==> src/rtl/fifo_wr_arbiter_if.sv <==
// Three-requester write port plus downstream FIFO write side and grant status.
// Master is the requester/FIFO environment; slave is the arbiter.
interface fifo_wr_arbiter_if #(
    parameter int WIDTH = 5
);
    logic             valid0;
    logic             valid1;
    logic             valid2;
    logic [WIDTH-1:0] data0;
    logic [WIDTH-1:0] data1;
    logic [WIDTH-1:0] data2;
    logic             ready0;
    logic             ready1;
    logic             ready2;
    logic [WIDTH-1:0] fifo_wdata;
    logic             fifo_wen;
    logic             fifo_full;
    logic [1:0]       grant;
    logic             busy;

    modport master (
        output valid0, valid1, valid2, data0, data1, data2, fifo_full,
        input  ready0, ready1, ready2, fifo_wdata, fifo_wen, grant, busy
    );

    modport slave (
        input  valid0, valid1, valid2, data0, data1, data2, fifo_full,
        output ready0, ready1, ready2, fifo_wdata, fifo_wen, grant, busy
    );
endinterface

==> src/rtl/fifo_wr_arbiter.sv <==
// Round-robin burst arbiter: three requesters share one FIFO write port, up to BURST words per grant.
// One IDLE cycle of arbitration per grant; writes are combinational in GRANT and stall while fifo_full.
module fifo_wr_arbiter #(
    parameter int WIDTH = 5,
    parameter int BURST = 4
) (
    input logic              CLK,
    input logic              RESET,
    fifo_wr_arbiter_if.slave bus
);
    localparam int CW = $clog2(BURST + 1);

    typedef enum logic {
        IDLE  = 1'b0,
        GRANT = 1'b1
    } state_t;

    state_t         state, state_nxt;
    logic [1:0]     owner, owner_nxt;
    logic [1:0]     last, last_nxt;
    logic [CW-1:0]  beats, beats_nxt;

    logic [2:0]       valid_vec;
    logic [1:0]       cand1, cand2, pick;
    logic             own_valid;
    logic [WIDTH-1:0] own_data;

    function automatic logic [1:0] next_idx(input logic [1:0] i);
        return (i == 2'd2) ? 2'd0 : i + 2'd1;
    endfunction

    assign valid_vec = {bus.valid2, bus.valid1, bus.valid0};

    // Search last+1, last+2, then last itself, so a waiting peer always wins over a repeat.
    always_comb begin
        cand1 = next_idx(last);
        cand2 = next_idx(cand1);
        if (valid_vec[cand1])      pick = cand1;
        else if (valid_vec[cand2]) pick = cand2;
        else                       pick = last;
    end

    always_comb begin
        own_valid = 1'b0;
        own_data  = '0;
        case (owner)
            2'd0: begin own_valid = bus.valid0; own_data = bus.data0; end
            2'd1: begin own_valid = bus.valid1; own_data = bus.data1; end
            default: begin own_valid = bus.valid2; own_data = bus.data2; end
        endcase
    end

    always_ff @(posedge CLK or posedge RESET) begin
        if (RESET) begin
            state <= IDLE;
            owner <= 2'd0;
            last  <= 2'd2;
            beats <= '0;
        end else begin
            state <= state_nxt;
            owner <= owner_nxt;
            last  <= last_nxt;
            beats <= beats_nxt;
        end
    end

    always_comb begin
        state_nxt      = state;
        owner_nxt      = owner;
        last_nxt       = last;
        beats_nxt      = beats;
        bus.ready0     = 1'b0;
        bus.ready1     = 1'b0;
        bus.ready2     = 1'b0;
        bus.fifo_wen   = 1'b0;
        bus.fifo_wdata = '0;
        bus.busy       = 1'b0;
        bus.grant      = 2'd0;

        case (state)
            IDLE: begin
                if (|valid_vec) begin
                    state_nxt = GRANT;
                    owner_nxt = pick;
                    beats_nxt = '0;
                end
            end
            GRANT: begin
                bus.busy       = 1'b1;
                bus.grant      = owner;
                bus.ready0     = (owner == 2'd0) && !bus.fifo_full;
                bus.ready1     = (owner == 2'd1) && !bus.fifo_full;
                bus.ready2     = (owner == 2'd2) && !bus.fifo_full;
                bus.fifo_wen   = own_valid && !bus.fifo_full;
                bus.fifo_wdata = own_data;

                if (!own_valid) begin
                    state_nxt = IDLE;
                    last_nxt  = owner;
                    beats_nxt = '0;
                end else if (!bus.fifo_full) begin
                    // This transfer is the one that brings the count to BURST.
                    if (beats == CW'(BURST - 1)) begin
                        state_nxt = IDLE;
                        last_nxt  = owner;
                        beats_nxt = '0;
                    end else begin
                        beats_nxt = beats + CW'(1);
                    end
                end
            end
            default: state_nxt = IDLE;
        endcase
    end
endmodule

==> src/flat_wrapper.sv <==
// flat-port wrapper written by rule: the top's interface ports become plain ports
module fifo_wr_arbiter_flat 
#(
    parameter int WIDTH = 5,
    parameter int BURST = 4
)
  (CLK, RESET, bus_valid0, bus_valid1, bus_valid2, bus_data0, bus_data1, bus_data2, bus_fifo_full, bus_ready0, bus_ready1, bus_ready2, bus_fifo_wdata, bus_fifo_wen, bus_grant, bus_busy);
  fifo_wr_arbiter_if #(.WIDTH(WIDTH)) bus_i ();
  input logic CLK;
  input logic RESET;
  input wire logic [$bits(bus_i.valid0)-1:0] bus_valid0;
  input wire logic [$bits(bus_i.valid1)-1:0] bus_valid1;
  input wire logic [$bits(bus_i.valid2)-1:0] bus_valid2;
  input wire logic [$bits(bus_i.data0)-1:0] bus_data0;
  input wire logic [$bits(bus_i.data1)-1:0] bus_data1;
  input wire logic [$bits(bus_i.data2)-1:0] bus_data2;
  input wire logic [$bits(bus_i.fifo_full)-1:0] bus_fifo_full;
  output wire logic [$bits(bus_i.ready0)-1:0] bus_ready0;
  output wire logic [$bits(bus_i.ready1)-1:0] bus_ready1;
  output wire logic [$bits(bus_i.ready2)-1:0] bus_ready2;
  output wire logic [$bits(bus_i.fifo_wdata)-1:0] bus_fifo_wdata;
  output wire logic [$bits(bus_i.fifo_wen)-1:0] bus_fifo_wen;
  output wire logic [$bits(bus_i.grant)-1:0] bus_grant;
  output wire logic [$bits(bus_i.busy)-1:0] bus_busy;
  assign bus_i.valid0 = bus_valid0;
  assign bus_i.valid1 = bus_valid1;
  assign bus_i.valid2 = bus_valid2;
  assign bus_i.data0 = bus_data0;
  assign bus_i.data1 = bus_data1;
  assign bus_i.data2 = bus_data2;
  assign bus_i.fifo_full = bus_fifo_full;
  assign bus_ready0 = bus_i.ready0;
  assign bus_ready1 = bus_i.ready1;
  assign bus_ready2 = bus_i.ready2;
  assign bus_fifo_wdata = bus_i.fifo_wdata;
  assign bus_fifo_wen = bus_i.fifo_wen;
  assign bus_grant = bus_i.grant;
  assign bus_busy = bus_i.busy;
  fifo_wr_arbiter #(.WIDTH(WIDTH), .BURST(BURST)) u_core (.CLK(CLK), .RESET(RESET), .bus(bus_i));
endmodule
==> config.mk <==
export PLATFORM = sky130hd
export DESIGN_NAME = fifo_wr_arbiter_flat
export DESIGN_NICKNAME = d
export VERILOG_FILES = /design/src/rtl/fifo_wr_arbiter_if.sv /design/src/rtl/fifo_wr_arbiter.sv /design/src/flat_wrapper.sv
export SDC_FILE = /design/constraint.sdc
export NUM_CORES = 1
export LEC_CHECK = 0
export ABC_AREA = 1
export CAP_MARGIN = 20
export CORE_UTILIZATION = 40
export DETAILED_ROUTE_END_ITERATION = 8
export GPL_TIMING_DRIVEN = 0
export PLACE_DENSITY = 0.78
export REMOVE_ABC_BUFFERS = 1
export SLEW_MARGIN = 20
export SYNTH_ARGS = -nofsm -noshare
export SYNTH_HDL_FRONTEND = slang
export SYNTH_SLANG_ARGS = --single-unit
==> constraint.sdc <==
create_clock -name CLK -period 1.5 [get_ports CLK]
set_input_delay 0.15 -clock CLK [delete_from_list [all_inputs] [get_ports CLK]]
set_output_delay 0.15 -clock CLK [all_outputs]
set_load 0.005 [all_outputs]
==> results of run 1 <==
-- report_power, final --
group          switching, mW  total [mW]  internal (mW)
registers              0.137       0.462          0.324
logic                  0.851        1.65          0.803
clock network         0.0710       0.173          0.102
-- final timing paths --
check                                 from                 to  slack (ps)
setup / recovery           u_core.owner[1]  bus_fifo_wdata[4]         -50
max in group asynchronous            RESET     u_core.last[1]        1080
hold reg to reg             u_core.last[1]     u_core.last[1]         500
min in group CLK            u_core.last[1]     u_core.last[1]         500
setup reg to reg           u_core.owner[0]     u_core.last[0]         150
hold / removal                       RESET    u_core.beats[2]         130
-- flip-flops by register name, indices dropped and copies added, names as in the netlist --
signal        cells
u_core.beats      3
u_core.state      1
u_core.owner      2
u_core.last       2
-- layout make-up --
class / count / area (sq um) / area share, %
inverter: 22 / 87.6 / 6.94
multi-input combinational: 86 / 482 / 38.2
sequential: 8 / 205 / 16.3
clock buffer: 4 / 26.3 / 2.08
timing repair buffer: 50 / 429 / 34.0
tap: 25 / 31.3 / 2.48
-- stage by stage --
stage / hold WS (ps) / setup TNS, ps / setup WS (ps) / area (sq um)
global route: 166 / -442 / -115 / 1260
finish: 126 / -87.7 / -50.2 / 1260
detailed placement: 421 / -2590 / -360 / 1060
CTS: 135 / -186 / -90.4 / 1200
floorplan: -35.1 / 0 / 223 / 713
global placement: 414 / -2620 / -346 / 1060
-- cells by family (layout without fill, tap and decap cells) --
family	Yosys count	count (layout)
AOI/OAI and AO/OA	5	5
and+or+nand+nor	80	80
DFF	8	8
adders and majority gates	1	1
buffers and inverters	24	76
-- cells in the final DEF, fill, tap and decap left out --
master,n
nand3_2,1
nor3_1,2
a31oi_1,1
ha_1,1
dfrtp_1,4
nand3_1,13
dfstp_2,1
nand3_4,1
nand2_1,37
o21ai_0,1
clkdlybuf4s50_1,20
inv_2,4
nand2_2,4
clkbuf_4,3
o21ai_1,2
dlymetal6s2s_1,1
nand4_2,2
nor3_2,3
clkbuf_1,1
nand4_1,2
inv_1,16
clkbuf_2,3
dfrtp_2,3
inv_4,2
buf_4,13
nand2_4,4
nor2_4,3
dlygate4sd2_1,2
buf_2,6
a21oi_1,1
buf_6,5
nor2_1,8
-- repair_timing --
action,CTS,global route
gates resized for setup,39,18
setup endpoints to repair,12,10
setup buffers,13,5
pin swaps,3,7
-- metal layers --
layer  up-vias  global-route usage, %  share of wire (%)
met5         -                      0                  0
met4         0                   15.2                2.0
met3         6                   6.00                9.8
met2        49                   43.5                 51
met1       446                   22.0                 37
li1        473                      -                  -
-- worst max-delay path, delay by kind of cell, from the launching register on --
family | cells | cell delay [ps]
DFF | 1 | 480
and+or+nand+nor | 4 | 310
buffers and inverters | 4 | 360
==> flow_summary.json, run 1 <==
{
  "tightest_slew_ps": 289,
  "path_max_fanout": 7,
  "gr-total-overflow": 0,
  "p_total_mw": 2.29,
  "worst_ir_drop_vdd_mv": 1.32,
  "period_needed_ps": 1550,
  "syn_area_sq_um": 729,
  "hold_violations": 0,
  "synth_top_family_by_area": "simple AND/OR/NAND/NOR gates",
  "drv_slew": 0,
  "antennaDiodeCount": 0,
  "maxCapViolCount": 0,
  "drcViolationCount": 0,
  "powerDensity_mw_per_mm2": 1810,
  "cp.required_ps": 1350,
  "syn_inst": 118,
  "synth_fa_ha_area_share_pct": 1.72,
  "drt_first_iter_violations": 23,
  "cts_sinks": 8,
  "grt_pass1_vias": 879,
  "synth_top_area_share_pct": 24.0,
  "grt_usage_pct": 23.2,
  "status": "finished with violations",
  "die-area_sq_mm": 0.00200,
  "crit_type": "flop to output pin",
  "cts_tree": "done",
  "ys_top_cells_by_count": "nand2_1 (39), inv_1 (17), nand3_1 (14)",
  "critPathMaxStageDelay_ps": 480,
  "synth-seq-cells": 8,
  "setup_viol": 3,
  "firstDrtPassIters": 4,
  "hpwl_um": 1480,
  "core_area_sq_mm": 0.00173,
  "synth-main-ff-cell": "dfrtp_1",
  "synth-edff-count": 0,
  "max_freq_mhz": 645,
  "synth-simple-area-share_pct": 53.2,
  "die_w_um": 44.7,
  "async_flop_share_pct": 100,
  "wire_per_inst_um": 12.1,
  "viasPerCell": 4.99,
  "crit_arrival_ps": 1400,
  "clk_pin_slew_ps": 60,
  "cts-buffers-inserted": 3,
  "setup_ws_ps": -50.2,
  "p_leak_nw": 0.703,
  "finalClockSkew_ps": 11.2,
  "muxShareOfSynthArea_pct": 0,
  "row_count": 15,
  "clockBufferDepth": 2,
  "post-route-period-util_pct": 103,
  "root_buffer": "clkbuf_4",
  "crit_path_end_kind": "output pin",
  "synth_area_per_cell_sq_um": 6.18,
  "start_util_pct": 42.2,
  "ys_types": 23,
  "dpl.cell_count": 173,
  "hold_class": "input port to async pin",
  "ant_nets": 0,
  "grt_start_max_net_pins": 10,
  "grt_pass1_wl_um": 3380,
  "yosys_warnings": 0,
  "layout.nets": 193,
  "area_delta_synth_final_pct": 72.9,
  "antenna_found_initial": 0,
  "slowest_stage": "dfrtp_2",
  "synth_most_common_cell": "nand2_1",
  "synth_top_cell_by_area": "dfrtp_1",
  "place.gp.congestion": 0.799,
  "drive_above_1_share_pct": 34.1,
  "crit_chain": "nor2_4, buf_6, buf_6, nand2_1, nand3_1, nand2_1, inv_1, buf_2",
  "final_core_util_pct": 73.0,
  "synth_compound_area_share_pct": 3.60,
  "synthTopCellsByArea": "dfrtp_1 (24%), nand2_1 (20%), nand3_1 (9.6%)",
  "fp.dieH_um": 44.7,
  "cts-htree-levels": 1,
  "clk_latency_ps": 260,
  "cts_hold_buffers": 0,
  "io_pins": 33,
  "start_kind": "flop",
  "reg2regPathDepth": 9,
  "drt-total-wl_um": 2360,
  "rsz0062_at_grt": "true",
  "synth-seq-area-share_pct": 27.6,
  "fill_cells": 138,
  "vias": 974,
  "io_buffers": 32,
  "violations": "setup timing",
  "synth-xor-area-share_pct": 0,
  "finalNonFillerCells": 195,
  "relSlewSlack_pct": 80.7
}
(Power assumes the default switching activity.)
==> inputs of run 2 (changes only) <==
--- a/config.mk
+++ b/config.mk
@@ -16,3 +16,4 @@
 export SYNTH_ARGS = -nofsm -noshare
 export SYNTH_HDL_FRONTEND = slang
 export SYNTH_SLANG_ARGS = --single-unit
+export TNS_END_PERCENT = 100
==> results of run 2 <==
Same layout as run 1: the final DEF is identical, and so are final timing and power.
